<file path="src/rtl/hazard_pkg.sv">
// Shared types for the hazard resolution control stage: FSM states and
// forwarding-mux select encodings.
package hazard_pkg;

  typedef enum logic [1:0] {
    ST_RUN      = 2'd0,
    ST_LD_STALL = 2'd1,
    ST_EX_WAIT  = 2'd2
  } state_e;

  localparam logic [1:0] FWD_RF    = 2'd0;
  localparam logic [1:0] FWD_EXMEM = 2'd1;
  localparam logic [1:0] FWD_MEMWB = 2'd2;
  localparam logic [1:0] FWD_WB    = 2'd3;

endpackage

</file>
<file path="src/rtl/fwd_prio_enc.sv">
// Per-operand forwarding select: the youngest producer (EX, then MEM, then WB)
// wins; no match selects the register file.
module fwd_prio_enc
  import hazard_pkg::*;
(
  input  logic       i_caseA,
  input  logic       i_caseB,
  input  logic       i_caseC,
  output logic [1:0] o_sel
);

  always_comb begin
    o_sel = FWD_RF;
    if (i_caseA) begin
      o_sel = FWD_EXMEM;
    end else if (i_caseB) begin
      o_sel = FWD_MEMWB;
    end else if (i_caseC) begin
      o_sel = FWD_WB;
    end
  end

endmodule

</file>
<file path="src/rtl/hazard_resolve_ctrl.sv">
// Stall/bubble/flush control, registered forwarding selects and saturating
// performance counters. Define HAZARD_FORWARDING_EN to enable operand forwarding.
module hazard_resolve_ctrl
  import hazard_pkg::*;
#(
  parameter int CNT_W = 16
) (
  input  logic             clk,
  input  logic             reset,
  input  logic             case_A1,
  input  logic             case_B1,
  input  logic             case_C1,
  input  logic             case_A2,
  input  logic             case_B2,
  input  logic             case_C2,
  input  logic             ex_mem_read,
  input  logic             branch_taken,
  input  logic             ex_ready,
  output logic             pc_stall,
  output logic             if_id_stall,
  output logic             id_ex_stall,
  output logic             id_ex_bubble,
  output logic             if_id_flush,
  output logic [1:0]       fwd_sel1,
  output logic [1:0]       fwd_sel2,
  output logic [CNT_W-1:0] stall_cnt,
  output logic [CNT_W-1:0] flush_cnt
);

  state_e           r_state;
  logic [1:0]       r_fwdSel1;
  logic [1:0]       r_fwdSel2;
  logic [CNT_W-1:0] r_stallCnt;
  logic [CNT_W-1:0] r_flushCnt;

  logic       w_exWait;
  logic       w_branch;
  logic       w_dataStall;
  logic [1:0] w_sel1;
  logic [1:0] w_sel2;

  assign w_exWait = ~ex_ready;
  assign w_branch = ex_ready & branch_taken;

`ifdef HAZARD_FORWARDING_EN
  fwd_prio_enc u_enc1 (
    .i_caseA (case_A1),
    .i_caseB (case_B1),
    .i_caseC (case_C1),
    .o_sel   (w_sel1)
  );

  fwd_prio_enc u_enc2 (
    .i_caseA (case_A2),
    .i_caseB (case_B2),
    .i_caseC (case_C2),
    .o_sel   (w_sel2)
  );

  // Only a load still in EX cannot be forwarded; one bubble lets it reach MEM.
  assign w_dataStall = (r_state != ST_LD_STALL) & ex_mem_read &
                       (case_A1 | case_A2) & ~branch_taken & ex_ready;
`else
  logic w_unused;

  assign w_sel1 = FWD_RF;
  assign w_sel2 = FWD_RF;

  // Without forwarding every in-flight producer blocks; WB writes before the read.
  assign w_dataStall = (case_A1 | case_B1 | case_A2 | case_B2) &
                       ~branch_taken & ex_ready;
  assign w_unused    = ^{case_C1, case_C2, ex_mem_read, r_state};
`endif

  assign pc_stall     = reset & (w_exWait | w_dataStall);
  assign if_id_stall  = reset & (w_exWait | w_dataStall);
  assign id_ex_stall  = reset & w_exWait;
  assign id_ex_bubble = reset & (w_branch | w_dataStall);
  assign if_id_flush  = reset & w_branch;

  assign fwd_sel1  = r_fwdSel1;
  assign fwd_sel2  = r_fwdSel2;
  assign stall_cnt = r_stallCnt;
  assign flush_cnt = r_flushCnt;

  always_ff @(posedge clk) begin
    if (!reset) begin
      r_state <= ST_RUN;
    end else if (w_exWait) begin
      r_state <= ST_EX_WAIT;
    end else if (w_branch) begin
      r_state <= ST_RUN;
`ifdef HAZARD_FORWARDING_EN
    end else if (w_dataStall) begin
      r_state <= ST_LD_STALL;
`endif
    end else begin
      r_state <= ST_RUN;
    end
  end

  // Select follows the instruction into EX: held on stall, cleared with a bubble.
  always_ff @(posedge clk) begin
    if (!reset) begin
      r_fwdSel1 <= FWD_RF;
      r_fwdSel2 <= FWD_RF;
    end else if (id_ex_stall) begin
      r_fwdSel1 <= r_fwdSel1;
      r_fwdSel2 <= r_fwdSel2;
    end else if (id_ex_bubble) begin
      r_fwdSel1 <= FWD_RF;
      r_fwdSel2 <= FWD_RF;
    end else begin
      r_fwdSel1 <= w_sel1;
      r_fwdSel2 <= w_sel2;
    end
  end

  always_ff @(posedge clk) begin
    if (!reset) begin
      r_stallCnt <= '0;
      r_flushCnt <= '0;
    end else begin
      if (pc_stall && !(&r_stallCnt)) begin
        r_stallCnt <= r_stallCnt + CNT_W'(1);
      end
      if (if_id_flush && !(&r_flushCnt)) begin
        r_flushCnt <= r_flushCnt + CNT_W'(1);
      end
    end
  end

endmodule

</file>
<file path="config.mk">
export PLATFORM = sky130hd
export DESIGN_NAME = hazard_resolve_ctrl
export DESIGN_NICKNAME = d
export VERILOG_FILES = /design/src/rtl/hazard_pkg.sv /design/src/rtl/fwd_prio_enc.sv /design/src/rtl/hazard_resolve_ctrl.sv
export SDC_FILE = /design/constraint.sdc
export NUM_CORES = 1
export LEC_CHECK = 0
export ABC_AREA = 1
export CAP_MARGIN = 20
export CORE_MARGIN = 1.5
export CORE_UTILIZATION = 25
export CTS_BUF_LIST = sky130_fd_sc_hd__clkbuf_16
export CTS_CLUSTER_DIAMETER = 60
export DETAILED_ROUTE_END_ITERATION = 12
export PLACE_DENSITY_LB_ADDON = 0.25
export REMOVE_ABC_BUFFERS = 1
export SLEW_MARGIN = 20
export SYNTH_ARGS = -nofsm -noshare
export SYNTH_HDL_FRONTEND = slang
export SYNTH_SLANG_ARGS = --single-unit
</file>
<file path="constraint.sdc">
create_clock -name clk -period 2 [get_ports clk]
set_clock_uncertainty 0.05 [all_clocks]
set_input_delay 0.2 -clock clk [delete_from_list [all_inputs] [get_ports clk]]
set_output_delay 0.2 -clock clk [all_outputs]
set_load 0.03 [all_outputs]
</file>
== Yosys cells after proc, flatten, opt, wreduce, memory -nomap -nowiden ==
Cells that the tools add are included.

* $add $sub $neg: 2
* Bitwise operators: 14
* Reductions and logical operators: 6

{| class="wikitable"
|+ Operator list
! kind !! count
|-
| 16-bit by 1-bit adder with 16-bit output (second input constant) || 2
|-
| 16-bit AND reduction || 2
|-
| 1-bit bitwise AND || 7
|-
| 1-bit OR || 5
|-
| 1-bit logical AND || 2
|-
| 1-bit zero test || 2
|-
| 1-bit inverter || 2
|}

* Bits in registers: 32
* Output and inout port bits: 41

== Longest topological paths before layout ==
Gate-level depths: netlist of run 1.

* Depth in word-level cells: 8
* Depth in mapped cells: 11
* Gate-level depth less buffers: 10

== Worst setup path before layout of run 1 ==
No wires, ideal clock.

* Kind: register -> register
* From: register r_stallCnt[0], in the netlist stall_cnt[0]
* To: register r_stallCnt[4], in the netlist stall_cnt[4]
* Library setup time: 0.139 ns
* Arrival time: 1.620 ns
* Required time: 1.811 ns
* Setup slack: 0.191 ns
* Cell stages (with the launch flop): 10
* Buffers on the path: 1
* Period minus slack after synthesis: 1.809 ns
* Path through: dfxtp_1 ha_1 nand2_2 nor2_4 nand2_4 nor2_1 nor2_2 buf_4 nand2_1 a21oi_2

* Cells in the longest elaborated chain, start to end: 3
* Elaborated cells on any way between the ends: 4
* Those cells by class: add/sub (1); reduce/logical (3)

{| class="wikitable"
|+ RTL lines
! element !! line !! RTL
|-
| from (decl) || hazard_resolve_ctrl.sv:33 || <nowiki>logic [CNT_W-1:0] r_stallCnt;</nowiki>
|-
| from (signal assigned) || hazard_resolve_ctrl.sv:125 || <nowiki>r_stallCnt <= r_stallCnt + CNT_W'(1);</nowiki>
|-
| parallel branches: the longest is 3 deep, another holds 16-bit by 1-bit adder with 16-bit output || - ||
|}

Several ways; the timed one is not identified.
A chain may end at the register's enable or synchronous reset.

== Worst setup path in the final report of run 1 ==
* From: register r_flushCnt[0], in the netlist flush_cnt[0]
* To: register r_flushCnt[8], in the netlist flush_cnt[8]

* Cells in the longest elaborated chain, start to end: 3
* Elaborated cells on any way between the ends: 4
* Those cells by class: add/sub (1); reduce/logical (3)

{| class="wikitable"
|+ RTL lines
! element !! line !! RTL
|-
| from (decl) || hazard_resolve_ctrl.sv:34 || <nowiki>logic [CNT_W-1:0] r_flushCnt;</nowiki>
|-
| from (signal assigned) || hazard_resolve_ctrl.sv:128 || <nowiki>r_flushCnt <= r_flushCnt + CNT_W'(1);</nowiki>
|-
| parallel branches: the longest is 3 deep, another holds 16-bit by 1-bit adder with 16-bit output || - ||
|}

Several ways; the timed one is not identified.

==> flow_summary.json, run 1 <==
{
  "finalCriticalPeriod_ps": 1740,
  "setup.worst_path.end_class": "register",
  "htreeDepth": 2,
  "status": "completed",
  "grt_first_pass_wirelength_um": 8830,
  "crit_start": "flush_cnt[0]",
  "die-width_um": 91.7,
  "maxSlewViolCount": 0,
  "core-area_mm2": 0.00769,
  "r2r_cells": 10,
  "finalCritPeriodShare": 0.870,
  "final_area_mm2": 0.00273,
  "grt_pass1_vias": 1966,
  "dpl_cell_area_mm2": 0.00257,
  "rows": 32,
  "cts_buffers": 5,
  "dieArea_mm2": 0.00841,
  "min_from": "stall_cnt[15]",
  "final_cells": 466,
  "setup_viol": 0,
  "routed_via_density": 4.35,
  "fill_cells": 829,
  "tns_ps": 0,
  "worst_setup_path_start_kind": "register",
  "ys_types": 29,
  "dr.pass1.iters": 4,
  "post_cts_buffers": 0,
  "ant_nets": 0,
  "worstSetupEndpoint": "flush_cnt[8]",
  "drtIter0Drc": 64,
  "vias": 2026,
  "hold_ws_ps": 448,
  "peakVddDrop_mv": 0.333,
  "die_h_um": 91.7,
  "maxCapViolCount": 0,
  "gr-total-overflow": 0,
  "ctsResizeCount": 0,
  "fin_util": 0.356,
  "cts.sinks": 32,
  "grt_use_total": 0.130,
  "drc_errors": 0,
  "dpl.hpwl_um": 3590,
  "seq_area_frac_synth": 0.326,
  "grt_antenna_before_repair": 0,
  "synth_seq_cells": 32,
  "n_antenna_cell": 0,
  "initial_core_util": 0.256,
  "static-leakage-power_nw": 1.01,
  "synth_area_per_cell_um2": 6.39,
  "hold_viol": 0,
  "clk_path_buf_depth": 2,
  "cts.clk_slew.worst_paths_ps": 60,
  "synth_cells": 308,
  "cts-root-buf": "clkbuf_16",
  "hold_path_class": "register to register",
  "clkLatencyLatePin_ps": 280,
  "synthesis.area_mm2": 0.00197,
  "gp_congestion": 0.791,
  "powerDensity_mw_per_mm2": 625,
  "crit_type": "register to register",
  "worstPathRequired_ps": 2160,
  "ios": 52,
  "crit_arrival_ps": 1900,
  "drt-total-wl_um": 5030,
  "nets": 376,
  "wire_per_inst_um": 10.8,
  "rrSetupSlack_ps": 260,
  "r2r_start": "flush_cnt[0]",
  "rsz0062_at_grt": "false",
  "dpl.cell_count": 458,
  "postCtsHoldBufs": 0,
  "fmax_mhz": 575,
  "area_growth_syn_to_layout_pct": 39.0,
  "cts_tree": "done",
  "grt_max_degree": 23,
  "numPortBuffers": 44,
  "drive_gt1_frac": 0.137,
  "crit_path_max_fanout": 21,
  "r2r-end": "flush_cnt[8]",
  "synth_warnings": 0
}
critical path, cell delays in order (launching register included):
cell     delay [ps]
dfxtp_1         390
ha_1            190
inv_1            40
nor2_1           90
nand2_1         120
nor2_1          180
nor2_2           70
buf_12          150
inv_2           170
nand2_1          70
a21oi_1         130
placed cells by master, fill, tap and decap left out, types with 5 or more instances in the layout:
cell type        count
nand2_1            102
nor2_1              51
clkdlybuf4s50_1     39
dfxtp_1             32
inv_1               20
buf_4               18
nand3_1             17
a21oi_1             16
a21oi_2              9
nand4_1              8
o21ai_0              8
xor2_1               7
clkbuf_16            5
layout make-up:
type | count | area, um^2 | share of cell area
Clock inverter | 3 | 42.5 | 0.0156
Inverter | 22 | 82.6 | 0.0302
Tap cell | 102 | 128 | 0.0467
Sequential cell | 32 | 641 | 0.234
Timing Repair Buffer | 58 | 546 | 0.200
Clock buffer | 5 | 125 | 0.0458
Multi-Input combinational cell | 244 | 1170 | 0.428
sequential cells by signal (all words and copies together) (netlist names):
signal and cells:
flush_cnt 16, stall_cnt 16
synthesized netlist by cell type:
master | n | share of area
a21boi_0 | 1 | 0.0038
a21oi_1 | 16 | 0.041
a21oi_2 | 9 | 0.040
buf_2 | 2 | 0.0051
buf_4 | 7 | 0.027
buf_6 | 1 | 0.0057
clkbuf_1 | 3 | 0.0057
conb_1 | 1 | 0.0019
dfxtp_1 | 32 | 0.33
ha_1 | 2 | 0.013
inv_1 | 20 | 0.038
inv_2 | 2 | 0.0038
nand2_1 | 102 | 0.19
nand2_2 | 3 | 0.0095
nand2_4 | 1 | 0.0057
nand3_1 | 17 | 0.043
nand3b_1 | 1 | 0.0038
nand4_1 | 8 | 0.025
nor2_1 | 51 | 0.097
nor2_2 | 4 | 0.013
nor2_4 | 1 | 0.0057
nor3_1 | 1 | 0.0025
o211ai_1 | 1 | 0.0038
o21ai_0 | 8 | 0.020
o21ai_2 | 1 | 0.0045
o21ai_4 | 1 | 0.0083
or2_2 | 1 | 0.0032
xnor2_1 | 4 | 0.018
xor2_1 | 7 | 0.031
worst min-delay path by stage:
| stage | end | slack, ps | cells past startpoint |
|---|---|---|---|
| 2_1_floorplan | stall_cnt[10] | 270 | 2 |
| 3_3_place_gp | stall_cnt[15] | 440 | 2 |
| 3_5_place_dp | stall_cnt[15] | 440 | 2 |
| 4_1_cts | stall_cnt[15] | 450 | 2 |
| 5_1_grt | stall_cnt[15] | 480 | 2 |
| 6_report | stall_cnt[15] | 450 | 2 |
metal layers:
layer,vias up,global-route usage,part of all wire
li1,1077,-,-
met1,900,0.159,0.47
met2,39,0.226,0.47
met3,10,0.0307,0.043
met4,0,0.0397,0.015
met5,-,0,0
through the flow:
step	power [W]	setup WS, ps
after detailed placement	0.000840	197
after global routing	0.00178	54.2
after CTS	0.00173	227
final	0.00171	260
after floorplan	0.000762	102
after global placement	0.000840	227
cells by family after synthesis:
kind of cell,after synthesis,synth area share
other,1,0.00191
AND/OR/NAND/NOR,190,0.404
adder cells (fa/ha/maj),2,0.0127
buffers and inverters,35,0.0852
flip-flops,32,0.326
AO/OA/AOI/OAI,37,0.122
XOR/XNOR,11,0.0490
where the power goes:
part	switching (W)	internal (W)	leakage, nW
Combinational	0.000107	0.0000622	0.673
Sequential	0.00000887	0.000646	0.259
Clock	0.000299	0.000585	0.0798
Total	0.000415	0.00129	1.01
Note: power is estimated with default switching activity, not from simulation.
==> inputs of run 2 (changes only) <==
--- a/config.mk
+++ b/config.mk
@@ -11,6 +11,7 @@
 export CORE_UTILIZATION = 25
 export CTS_BUF_LIST = sky130_fd_sc_hd__clkbuf_16
 export CTS_CLUSTER_DIAMETER = 60
+export CTS_CLUSTER_SIZE = 40
 export DETAILED_ROUTE_END_ITERATION = 12
 export PLACE_DENSITY_LB_ADDON = 0.25
 export REMOVE_ABC_BUFFERS = 1
@@ -18,3 +19,4 @@
 export SYNTH_ARGS = -nofsm -noshare
 export SYNTH_HDL_FRONTEND = slang
 export SYNTH_SLANG_ARGS = --single-unit
+export TNS_END_PERCENT = 50
==> results of run 2 <==
Final layout, timing and power as in run 1 (identical DEF).
==> RTL edit (config.mk and constraints of run 1) <==
Add a define of `HAZARD_FORWARDING_EN`.
--- a/src/rtl/hazard_resolve_ctrl.sv
+++ b/src/rtl/hazard_resolve_ctrl.sv
@@ -1,4 +1,6 @@
 // Stall/bubble/flush control, registered forwarding selects and saturating
 // performance counters. Define HAZARD_FORWARDING_EN to enable operand forwarding.
+`define HAZARD_FORWARDING_EN
+
 module hazard_resolve_ctrl
   import hazard_pkg::*;
Check against the original RTL: not equivalent (a bounded check fails within 4 cycles, from zero or initial values and one cycle with reset low).
==> RTL edit against run 1 <==
Critical path depth fell by 4; combinational power rose by 7%; cell area rose by 9.9%; worst setup slack got worse by 0.025 ns; sequential cell count rose by 6; area after synthesis rose by 12%; global-route usage fell by 0.55 points; synthesized cell count rose by 11%; routed wire length rose by 12%; total power fell by 0.85%.
==> RTL edit: results (changes against run 1) <==
stage	metric	value	unit	change
run_status	status	finished clean		
setup_path	cpPeakStageDelay	0.55	ns	+0.16 ns
detailed_routing	wl_per_cell	11.0	um	+2.2%
detailed_routing	avgViaCountPerCell	4.46		+2.6%
synth	synth.area.top_cells	dfxtp_1 (35%), nand2_1 (22%), nor2_1 (7.9%), a21oi_1 (5.7%), inv_1 (4.4%)		
power_and_ir_drop	ir_drop	233	uV	-30%
sta	max-slew-margin-rel	69.4	%	
grt	antenna_found_initial	0		unchanged
detailed_routing	first_pass_iters	4		unchanged
setup_path	cp_slowest_cell	clkdlybuf4s50_1		
place	gp_congestion	0.829		+4.7%
finish	n_antenna_cell	0		unchanged
grt	grt_pass1_vias	2189		+11%
grt	grt.total_usage	12.5	%	-0.55 points
synth	ys_warn_count	0		unchanged
setup_path	critical_path_arrival	1.52	ns	-0.38 ns
cts	cts_resized	0		unchanged
detailed_routing	drtIter0Drc	46		-28%
synth	synthArstFlopShare	0	%	unchanged
cts	cts_made_buffers	5		unchanged
grt	grt_max_degree	28		+22%
synth	synth_flop_cell	dfxtp_1		
finish	drive_gt1_share	9.63	%	-4.1 points
synth	syn_avg_cell_area	6.44	um^2	+0.89%
synth	synthTopCellsByCount	nand2_1 (127), nor2_1 (46), dfxtp_1 (38)		
setup_path	crit_family	buffers and inverters		
cts	cts_buffer_depth	2		unchanged
cts	h-tree-depth	2		unchanged
cts	root_buffer	clkbuf_16		
place	dp_hpwl	4210	um	+17%
place	dpl_cell_area	0.00288	mm^2	+12%
finish	fin_nets	419		+11%
detailed_routing	totalWireLength	5660	um	+12%
place	port-buffer-count	51		+16%
synth	yosysSeqAreaShare	34.6	%	+2.1 points
synth	synth_top_cell_area_share	34.6	%	+2.1 points
cts	post_cts.repair.setup_buffers	0		unchanged
hold_path	hp-class	reg2reg		
setup_path	path_max_fanout	5		-76%
cts	path_clk_slew	0.05	ns	
power_and_ir_drop	p_leak	1.08	nW	+7.1%
place	dp_slack	0.204	ns	+0.00757 ns
grt	grt_pass1_wl	9690	um	+9.8%
cts	clock_latency	0.28	ns	about the same
place	placedCellCount	507		+11%
synth	ys_types	26		-10%
## RTL edit: cell types whose count changed after synthesis, moves of 6 or more
cell	change
o21ai_0	+9
nand2_1	+25
inv_1	+6
a21oi_2	-6
dfxtp_1	+6
a21oi_1	+9
## RTL edit: area by class of cell
type / count / area (um^2)
clock inverter: 1 / 3.75
clock buffer: 5 / 125
timing repair buffer: 66 / 611
sequential: 38 / 761
multi-input combinational: 267 / 1260
fill: 925 / 5630
inverter: 28 / 105
tap: 108 / 135
## RTL edit: path summary, 6_finish.rpt
path	start	end	slack, ns	cells after the start
setup reg to reg	stall_cnt[1]	stall_cnt[13]	0.24	7
setup / recovery	reset	pc_stall	0.23	6
hold / removal	fwd_sel1[1]	fwd_sel1[1]	0.41	2
hold reg to reg	fwd_sel1[1]	fwd_sel1[1]	0.41	2
## RTL edit: per-stage QoR
step	setup TNS, ns	power, mW
after CTS	0	1.72
after global routing	0	1.77
after detailed placement	0	0.980
final	0	1.69
after global placement	0	0.979
after floorplan	-1.19	0.888
## RTL edit: tightest hold or removal path, delay by kind of cell (launching register included)
family / cells / cell delay (ns)
AND/OR/NAND/NOR: 1 / 0.05
flip-flops: 1 / 0.32
AO/OA/AOI/OAI: 1 / 0.06
## RTL edit: report_power, final
part / internal (mW) / switching, mW
combinational: 0.0715 / 0.109
sequential: 0.770 / 0.0103
clock: 0.443 / 0.289
total: 1.28 / 0.409
## RTL edit: cell families (layout without fill, tap and decap cells)
kind of cell               after synthesis  count (layout)  synth area share [%]
and+or+nand+nor                        203             203                  38.6
AOI/OAI and AO/OA                       50              50                  13.0
DFF                                     38              38                  34.6
buffers and inverters                   36             100                  7.86
xor gates and xnor gates                12              12                  4.78
adders and majority gates                2               2                  1.14
## RTL edit: routing by layer
metal	vias up	share of wire, %	track usage [%]
li1	1210	-	-
met1	1029	47	14.3
met2	40	48	22.4
met3	10	3.9	3.03
met4	0	1.6	4.57
met5	-	0	0
